## config.mk

```make
export PLATFORM = sky130hd
export DESIGN_NAME = store_pack_buffer
export DESIGN_NICKNAME = d
export VERILOG_FILES = /design/src/rtl/store_pack_buffer_pkg.sv /design/src/rtl/store_pack_buffer_pack.sv /design/src/rtl/store_pack_buffer.sv
export SDC_FILE = /design/constraint.sdc
export NUM_CORES = 1
export LEC_CHECK = 0
export CORE_UTILIZATION = 50
export CTS_CLUSTER_DIAMETER = 30
export CTS_CLUSTER_SIZE = 40
export DETAILED_ROUTE_END_ITERATION = 8
export PLACE_DENSITY = 0.82
export SLEW_MARGIN = 20
export SYNTH_ARGS = -nofsm -noshare
export SYNTH_HDL_FRONTEND = slang
export SYNTH_SLANG_ARGS = --single-unit
```

## constraint.sdc

```tcl
create_clock -name clk -period 12.7 [get_ports clk]
set_input_delay 2.54 -clock clk [delete_from_list [all_inputs] [get_ports clk]]
set_output_delay 2.54 -clock clk [all_outputs]
set_load 0.05 [all_outputs]
```

## src/rtl/store_pack_buffer_pkg.sv

```systemverilog
// Shared store-op encodings and the queued entry layout for the store pack buffer.
package store_pack_buffer_pkg;

  typedef enum logic [1:0] {
    ST_SW  = 2'b00,
    ST_SH  = 2'b01,
    ST_SB  = 2'b10,
    ST_ILL = 2'b11
  } st_op_e;

  typedef struct packed {
    logic [31:0] addr;
    logic [31:0] wdata;
    logic [3:0]  be;
  } st_entry_t;

endpackage

```

## src/rtl/store_pack_buffer_pack.sv

```systemverilog
// Narrows a register value to byte/half/word, replicates it across lanes and
// produces the matching byte enables plus an alignment/illegal-op flag.
module store_pack
  import store_pack_buffer_pkg::*;
(
  input  logic [1:0]  st_op_i,
  input  logic [1:0]  st_addr_i,
  input  logic [31:0] st_data_i,
  output logic [31:0] wdata_o,
  output logic [3:0]  be_o,
  output logic        misalign_o
);

  st_op_e op;
  assign op = st_op_e'(st_op_i);

  always_comb begin
    wdata_o    = '0;
    be_o       = '0;
    misalign_o = 1'b0;
    case (op)
      ST_SW: begin
        wdata_o    = st_data_i;
        be_o       = 4'b1111;
        misalign_o = (st_addr_i != 2'b00);
      end
      ST_SH: begin
        wdata_o    = {2{st_data_i[15:0]}};
        be_o       = st_addr_i[1] ? 4'b1100 : 4'b0011;
        misalign_o = st_addr_i[0];
      end
      ST_SB: begin
        wdata_o = {4{st_data_i[7:0]}};
        be_o    = 4'b0001 << st_addr_i;
      end
      default: misalign_o = 1'b1;
    endcase
  end

endmodule

```

## src/rtl/store_pack_buffer.sv

```systemverilog
// In-order store queue between MEM-stage store logic and data memory, with a
// registered error pulse for bad stores and a word-address hit check for loads.
module store_pack_buffer
  import store_pack_buffer_pkg::*;
#(
  parameter int DEPTH = 4,
  parameter int PTR_W = 2
) (
  input  logic             clk,
  input  logic             reset_n,
  input  logic             st_valid,
  output logic             st_ready,
  input  logic [1:0]       st_op,
  input  logic [31:0]      st_addr,
  input  logic [31:0]      st_data,
  output logic             st_err,
  output logic             mem_valid,
  input  logic             mem_ready,
  output logic [31:0]      mem_addr,
  output logic [31:0]      mem_wdata,
  output logic [3:0]       mem_be,
  input  logic [31:0]      chk_addr,
  output logic             chk_hit,
  output logic [PTR_W:0]   count,
  output logic             empty
);

  localparam logic [PTR_W:0] FULL = (PTR_W+1)'(DEPTH);

  st_entry_t        fifo_q [DEPTH];
  st_entry_t        head;
  logic [PTR_W-1:0] wrPtr_q, wrPtr_d, rdPtr_q, rdPtr_d;
  logic [PTR_W:0]   count_q, count_d;
  logic             err_q, err_d;
  logic [31:0]      packWdata;
  logic [3:0]       packBe;
  logic             packMisalign;
  logic             accept, push, pop;
  logic [PTR_W-1:0] offs;

  store_pack u_pack (
    .st_op_i    (st_op),
    .st_addr_i  (st_addr[1:0]),
    .st_data_i  (st_data),
    .wdata_o    (packWdata),
    .be_o       (packBe),
    .misalign_o (packMisalign)
  );

  assign st_ready = (count_q != FULL);
  assign accept   = st_valid && st_ready;
  assign push     = accept && !packMisalign;
  assign empty    = (count_q == '0);
  assign pop      = !empty && mem_ready;
  assign count    = count_q;
  assign st_err   = err_q;

  always_comb begin
    wrPtr_d = wrPtr_q + PTR_W'(push);
    rdPtr_d = rdPtr_q + PTR_W'(pop);
    err_d   = accept && packMisalign;
    count_d = count_q;
    case ({push, pop})
      2'b10:   count_d = count_q + 1'b1;
      2'b01:   count_d = count_q - 1'b1;
      default: count_d = count_q;
    endcase
  end

  always_ff @(posedge clk or negedge reset_n) begin
    if (!reset_n) begin
      wrPtr_q <= '0;
      rdPtr_q <= '0;
      count_q <= '0;
      err_q   <= 1'b0;
    end else begin
      wrPtr_q <= wrPtr_d;
      rdPtr_q <= rdPtr_d;
      count_q <= count_d;
      err_q   <= err_d;
    end
  end

  // Payload storage needs no reset: occupancy is tracked by count_q alone.
  always_ff @(posedge clk) begin
    if (push) begin
      fifo_q[wrPtr_q] <= '{addr: {st_addr[31:2], 2'b00}, wdata: packWdata, be: packBe};
    end
  end

  assign head      = fifo_q[rdPtr_q];
  assign mem_valid = !empty;
  assign mem_addr  = empty ? '0 : head.addr;
  assign mem_wdata = empty ? '0 : head.wdata;
  assign mem_be    = empty ? '0 : head.be;

  // An entry is live when its distance from the read pointer is below count.
  always_comb begin
    chk_hit = 1'b0;
    offs    = '0;
    for (int i = 0; i < DEPTH; i++) begin
      offs = PTR_W'(i) - rdPtr_q;
      if (({1'b0, offs} < count_q) &&
          (((fifo_q[i].addr ^ chk_addr) & 32'hFFFF_FFFC) == 32'h0)) begin
        chk_hit = 1'b1;
      end
    end
  end

endmodule
```

Yosys cells after proc, flatten, opt, wreduce, memory -nomap -nowiden
Memories as Yosys holds them, arrays and structs flattened.
Index checks and enable logic that the tools add are counted.
{"block": "word_totals", "out_inout_bits": 76, "ram_bits": 264, "word_cells": 59, "regBits": 8, "mem_count": 1}
{"memory": "fifo_q", "depth": 4, "word_bits": 66, "read_ports": 5, "rd_ports_with_merged_regs": 0, "write_ports": 1, "line": "store_pack_buffer.sv:30", "source": "st_entry_t fifo_q [DEPTH];"}
{"block": "classes", "mux": 14, "n_reduce_logical": 18, "shifts": 1, "magnitude_cmp": 4, "add_sub_neg": 8, "bitwise": 4, "n_eq_ne": 5}
{"cell": "zero test 32 bit", "count": 4}
{"cell": "XOR 32 bit", "count": 4}
{"cell": "case mux 32 bit (3 select lines)", "count": 1}
{"cell": "two-way mux 32 bit", "count": 2}
{"cell": "< comparator 2 x 3 -> 1 bit", "count": 4}
{"cell": "case mux 4 bit (3 select lines)", "count": 1}
{"cell": "logical AND 1 bit", "count": 8}
{"cell": "two-way mux 4 bit", "count": 2}
{"cell": "two-way mux 1 bit", "count": 6}
{"cell": "case mux 3 bit (2 select lines)", "count": 1}
{"cell": "adder 2 x 1 -> 2 bit", "count": 2}
{"cell": "== test 2 x 1 -> 1 bit (second input constant)", "count": 2}
{"cell": "== test 2 bit (second input constant)", "count": 2}
{"cell": "nonzero test 2 bit", "count": 2}
{"cell": "left shift 1 x 2 -> 4 bit (first input constant)", "count": 1}
{"cell": "subtractor 1 x 2 -> 2 bit (first input constant)", "count": 2}
{"cell": "subtractor 2 bit (first input constant)", "count": 2}
{"cell": "adder 3 x 1 -> 3 bit (second input constant)", "count": 1}
{"cell": "zero test 3 bit", "count": 1}
{"cell": "inequality test 3 bit (second input constant)", "count": 1}
{"cell": "case mux 1 bit (3 select lines)", "count": 1}
{"cell": "subtractor 3 x 1 -> 3 bit (second input constant)", "count": 1}
{"cell": "zero test 1 bit", "count": 2}
{"cell": "zero test 2 bit", "count": 1}

Longest topological paths before layout
An unclocked memory read counts as a cell.
{"block": "depth", "depth_word": 8, "mapped_depth": 11, "mapped_depth_nobuf": 10}

Cells and area by module
Synthesis repeated with hierarchy kept, for this count alone.
{"block": "hier_totals", "cells_unflattened": 719, "hier_area_um2": 12311.8}
{"module": "store_pack_buffer", "seq_area_each_um2": 8127.8, "instances": 1, "cells_per_inst": 635, "area_each_um2": 11800.1}
{"module": "store_pack", "seq_area_each_um2": 0.0, "instances": 1, "cells_per_inst": 84, "area_each_um2": 511.7}

Worst setup path after synthesis
OpenSTA, ideal clock, no wires.
{"block": "synth_timing", "kind": "in2reg", "start": "input port st_op[1]", "end": "memory fifo_q[1][0] (netlist bit), enable pin", "setup_ps": 585, "slack_ps": 4141, "t_arrival_ps": 7974, "path_buffers": 1, "cell_stages": 4, "cell_sequence": "clkbuf_1 > o21a_1 > nand3_1 > nor3b_1"}
{"block": "synth_between", "elab_chain_cells": 6, "word_cells_on_any_way": 8, "cone_classes": "2 x eq/ne; 3 x mux; 3 x reduce/logical"}
{"item": "start, declared", "line": "store_pack_buffer.sv:13", "source": "input logic [1:0] st_op,"}
{"item": "== test 2 bit, or another cell as far along", "line": "store_pack_buffer_pack.sv:21", "source": "case (op)"}
{"item": "case mux 1 bit (3 select lines) (*)", "line": "store_pack_buffer_pack.sv:21"}
{"item": "zero test 1 bit (*)", "line": "store_pack_buffer.sv:52", "source": "assign push = accept && !packMisalign;"}
{"item": "logical AND 1 bit (*)", "line": "store_pack_buffer.sv:52"}
{"item": "two-way mux 1 bit (*)", "line": "store_pack_buffer.sv:86", "source": "if (push) begin"}
{"item": "two-way mux 1 bit (not written as such) (*)", "line": "store_pack_buffer.sv:87", "source": "fifo_q[wrPtr_q] <= '{addr: {st_addr[31:2], 2'b00}, wdata: packWdata, be: packBe};"}
{"item": "end, declared", "line": "store_pack_buffer.sv:30"}
Mark *: on every way between the ends. The rest lies on a longest branch, timed or not.

Worst setup path in the final report
{"block": "layout_timing", "start": "input port chk_addr[11]", "end": "output port chk_hit"}
{"block": "layout_between", "elab_chain_cells": 7, "word_cells_on_any_way": 16, "cone_classes": "4 x mux; 4 x bitwise; 8 x reduce/logical"}
{"item": "start, declared", "line": "store_pack_buffer.sv:22", "source": "input logic [31:0] chk_addr,"}
{"item": "XOR 32 bit", "line": "store_pack_buffer.sv:104", "source": "(((fifo_q[i].addr ^ chk_addr) & 32'hFFFF_FFFC) == 32'h0)) begin"}
{"item": "zero test 32 bit", "line": "store_pack_buffer.sv:104"}
{"item": "logical AND 1 bit", "line": "store_pack_buffer.sv:103", "source": "if (({1'b0, offs} < count_q) &&"}
{"item": "two-way mux 1 bit (3 in series)", "line": "store_pack_buffer.sv:103"}
{"item": "two-way mux 1 bit (*)", "line": "store_pack_buffer.sv:103"}
{"item": "end, declared", "line": "store_pack_buffer.sv:23", "source": "output logic chk_hit,"}
Marks and branches as above.

==> run summary <==
Clock skew on the completed layout was measured at 28.0 ps. Ranked by instance count, the synthesized netlist is headed by sky130_fd_sc_hd__edfxtp_1 (264), sky130_fd_sc_hd__xor2_1 (100), sky130_fd_sc_hd__mux4_2 (66), sky130_fd_sc_hd__nor2b_1 (62), sky130_fd_sc_hd__xnor2_1 (26). Clock latency on the worst-skew pair, taken at its later pin, is 530 ps. For the final net count, the log shows 1027. The I/O pin count came out at 178. Ranked by total cell area, the synthesized netlist is headed by sky130_fd_sc_hd__edfxtp_1 (64%), sky130_fd_sc_hd__mux4_2 (12%), sky130_fd_sc_hd__xor2_1 (7.1%). The register-to-register setup slack was 10130 ps. The most instantiated flip-flop cell in the synthesis netlist is sky130_fd_sc_hd__edfxtp_1.

Number of library cell types mapped by synthesis: 37. The tools report the number of max-cap violations as 0. The number of buffers inserted by hold repair at cts came out at 0.

The achievable frequency is 125 MHz, and the worst setup slack after layout is 4720 ps. Async set-reset flop share out of synthesis: 0.0294. For the headroom to the max-slew limit, the log shows 0.292. The floorplan step defined a core boundary enclosing 0.0242 sq mm. The number of core rows was 57. At the pin with the least slew margin, the transition time is 1060 ps.

From bottom edge to top edge, the die measures 159 microns. Counting every instance in the synthesized netlist gives 717. The maximum fanout encountered on the critical timing path came out at 4.

Netlist area before placement: 0.0123 sq mm. The critical path is of the primary input to output port type. For this run, design rule violations remaining after detail routing come to 0. Summed over all layers, the global routing overflow is 0. The run gives 0 as the final antenna-violating net count.

The H-tree level count was 2. The tools report the initial antenna violation count as 2. For the number of sinks handled by clock tree synthesis, the log shows 272. The tools report the post-CTS setup repair buffer count as 0. In the final timing run, aggregate negative setup slack is 0 ps.

The run gives 0.00546 uW as the leakage power summed over all cells. The routed design could run at a clock period as short as 7980 ps. STA classifies the critical path endpoint as an output port. The tools report the number of CTS-inserted buffers as 46. From left edge to right edge, the die measures 159 microns.

The top-area cell type share of the netlist area is 0.644. Setup repair after global routing left no endpoint under its margin. For this block, the routed nets add up to 28.3 mm of wire. Detailed routing inserted a total of 7087 vias. The first routing iteration left 430 violations. Number of global-route vias before repair: 7381. The run gives 5 as the number of search-and-repair iterations in the first detailed-routing pass. In this run the power density over the cells is 252 mW/mm^2. Worst voltage drop across the vdd grid: 0.211 mV.

For the worst setup path, the data arrival time is 5440 ps. The average cell area after synthesis came out at 17.2 sq um. After detailed routing, the average wire length per cell comes to 22.2 microns.

The total of buffers placed on input and output ports was 173; the weighted congestion reported at the end of routability-driven placement was 0.870. The first global-routing pass estimated 42.8 mm of wire. Global-route usage over all layers: 0.227. The period utilization works out to 0.628.

The dominant cell by count in the synthesized netlist is sky130_fd_sc_hd__edfxtp_1. The post-detailed-placement cell area came out at 0.0144 sq mm. The fraction of final layout cells with drive strength greater than 1 is 0.165, and the number of enable flip-flop cells after synthesis is 264. The register bit total from synthesis was 272.

The number of setup violations in the final report came out at 0. The run finished with clean final reports. Sequential fraction of the synthesis area: 0.661. Clock-pin slew was measured on the worst setup and hold paths at 50 ps. During synthesis, Yosys emitted a total of 0 warnings.

With fillers left out, the area of the finished cells amounts to 0.0159 sq mm. Before CTS, the worst setup slack after placement is 4730 ps. The count of cells in the finished layout, fillers not included, comes to 1278. The share of the core filled with cells is 0.655, and the initial cell density of the core is 0.507.

The number of pins exceeding their max-slew limit in the final report was 0. The path class of the tightest hold or removal check is register to register. The synthesized design spends more area on one cell type than any other, namely sky130_fd_sc_hd__edfxtp_1. At the worst endpoint, the required time is 10160 ps. The maximum number of buffers from clock root to sink was 3; the final-report hold violation count was 0.

The floorplan step defined a die boundary enclosing 0.0252 sq mm. The tools report the startpoint type of the worst setup path as a primary input. Including well taps, the total number of placed cells is 1193.

The clock tree root buffer cell is sky130_fd_sc_hd__clkbuf_16. Using the TritonRoute via totals, the vias-per-cell ratio works out to 5.55. The area growth from synthesis to final layout is 29.1%. TritonCTS built the clock tree. The tools report the maximum number of pins on one net before global-route repair as 70. Summed over all nets, the half-perimeter wirelength after detailed placement is 18.2 mm.

Post-cts gate resize count: 0.
per-stage QoR:
step           power, uW  hold slack, ps
2_1_floorplan       2340             473
3_3_place_gp        2840             521
3_5_place_dp        2850             537
4_1_cts             4050             543
5_1_grt             4150             567
6_report            4010             543
cell families (layout without fill, tap and decap cells):
kind of cell | after synthesis | after routing | synth area share
other | 1 | 3 | 0.000305
flip-flops | 272 | 272 | 0.661
AO/OA/AOI/OAI | 40 | 40 | 0.0193
multiplexers | 83 | 83 | 0.135
XOR/XNOR | 126 | 126 | 0.0897
adder cells (fa/ha/maj) | 8 | 8 | 0.00875
buffers and inverters | 49 | 284 | 0.0187
AND/OR/NAND/NOR | 138 | 138 | 0.0678
worst max-delay path: stages:
cell                              delay (ps)
sky130_fd_sc_hd__clkdlybuf4s50_1         520
sky130_fd_sc_hd__xor2_1                  210
sky130_fd_sc_hd__a2111oi_0               720
sky130_fd_sc_hd__nand4_1                 160
sky130_fd_sc_hd__nor4_1                  270
sky130_fd_sc_hd__or4_1                   190
sky130_fd_sc_hd__clkdlybuf4s50_1         810
registers in the layout, summed over array words and instances (netlist names):
signal and cells:
fifo_q 264, rdPtr_q 2, count 3, wrPtr_q 2
st_err 1
metal layers:
metal	routed length, microns	vias to the layer above	global-route usage
met3	2410	55	0.0507
met2	14600	335	0.398
met1	10700	3515	0.280
li1	-	3180	-
met5	13	-	0
met4	673	2	0.0721
final cells by class:
class                      count  area, sq um
antenna                        1         2.50
clock buffer                  52         1190
clock inverter                32          317
fill                        1680         8370
inverter                      18         67.6
multi-input combinational    397         3960
sequential                   272         8130
tap                          324          405
timing repair buffer         182         1800
report_power, final:
group / switching [uW] / total, uW / internal (uW) / leakage [uW]
combinational: 1010 / 1630 / 621 / 0.00223
clock: 411 / 1190 / 778 / 0.000727
sequential: 74.8 / 1190 / 1110 / 0.00250
total: 1500 / 4010 / 2510 / 0.00546
worst paths after layout:
| check | cells past startpoint | endpoint | from |
|---|---|---|---|
| min in group asynchronous | 1 | rdPtr_q[0] | reset_n |
| max reg2reg | 11 | count[2] | count[1] |
| max | 7 | chk_hit | chk_addr[11] |
| min reg2reg | 1 | count[0] | count[0] |
| max in group asynchronous | 1 | rdPtr_q[0] | reset_n |
| min | 1 | count[0] | count[0] |
placed cells by master, fill, tap and decap left out, types with 2 or more instances in the layout:
cell type and n:
sky130_fd_sc_hd__edfxtp_1 264, sky130_fd_sc_hd__clkdlybuf4s50_1 173, sky130_fd_sc_hd__xor2_1 100, sky130_fd_sc_hd__mux4_2 66, sky130_fd_sc_hd__nor2b_1 62, sky130_fd_sc_hd__clkbuf_16 47, sky130_fd_sc_hd__xnor2_1 26, sky130_fd_sc_hd__o21ai_0 25
sky130_fd_sc_hd__nor4_1 22, sky130_fd_sc_hd__mux2i_1 17, sky130_fd_sc_hd__inv_1 16, sky130_fd_sc_hd__nand2_1 11, sky130_fd_sc_hd__nand4_1 10, sky130_fd_sc_hd__buf_4 9, sky130_fd_sc_hd__and2_1 8, sky130_fd_sc_hd__and2b_1 8
sky130_fd_sc_hd__clkinv_2 8, sky130_fd_sc_hd__ha_1 7, sky130_fd_sc_hd__clkinv_1 7, sky130_fd_sc_hd__nand3_1 6, sky130_fd_sc_hd__clkinvlp_4 6, sky130_fd_sc_hd__dfrtp_1 6, sky130_fd_sc_hd__a21oi_1 5, sky130_fd_sc_hd__clkbuf_1 5
sky130_fd_sc_hd__bufinv_16 5, sky130_fd_sc_hd__inv_6 4, sky130_fd_sc_hd__nor2_1 3, sky130_fd_sc_hd__a2111oi_0 3, sky130_fd_sc_hd__inv_2 2, sky130_fd_sc_hd__o21a_1 2, sky130_fd_sc_hd__o31ai_1 2, sky130_fd_sc_hd__nor3b_2 2
sky130_fd_sc_hd__nor3_1 2, sky130_fd_sc_hd__conb_1 2
Power figures use the tool's default switching activity.
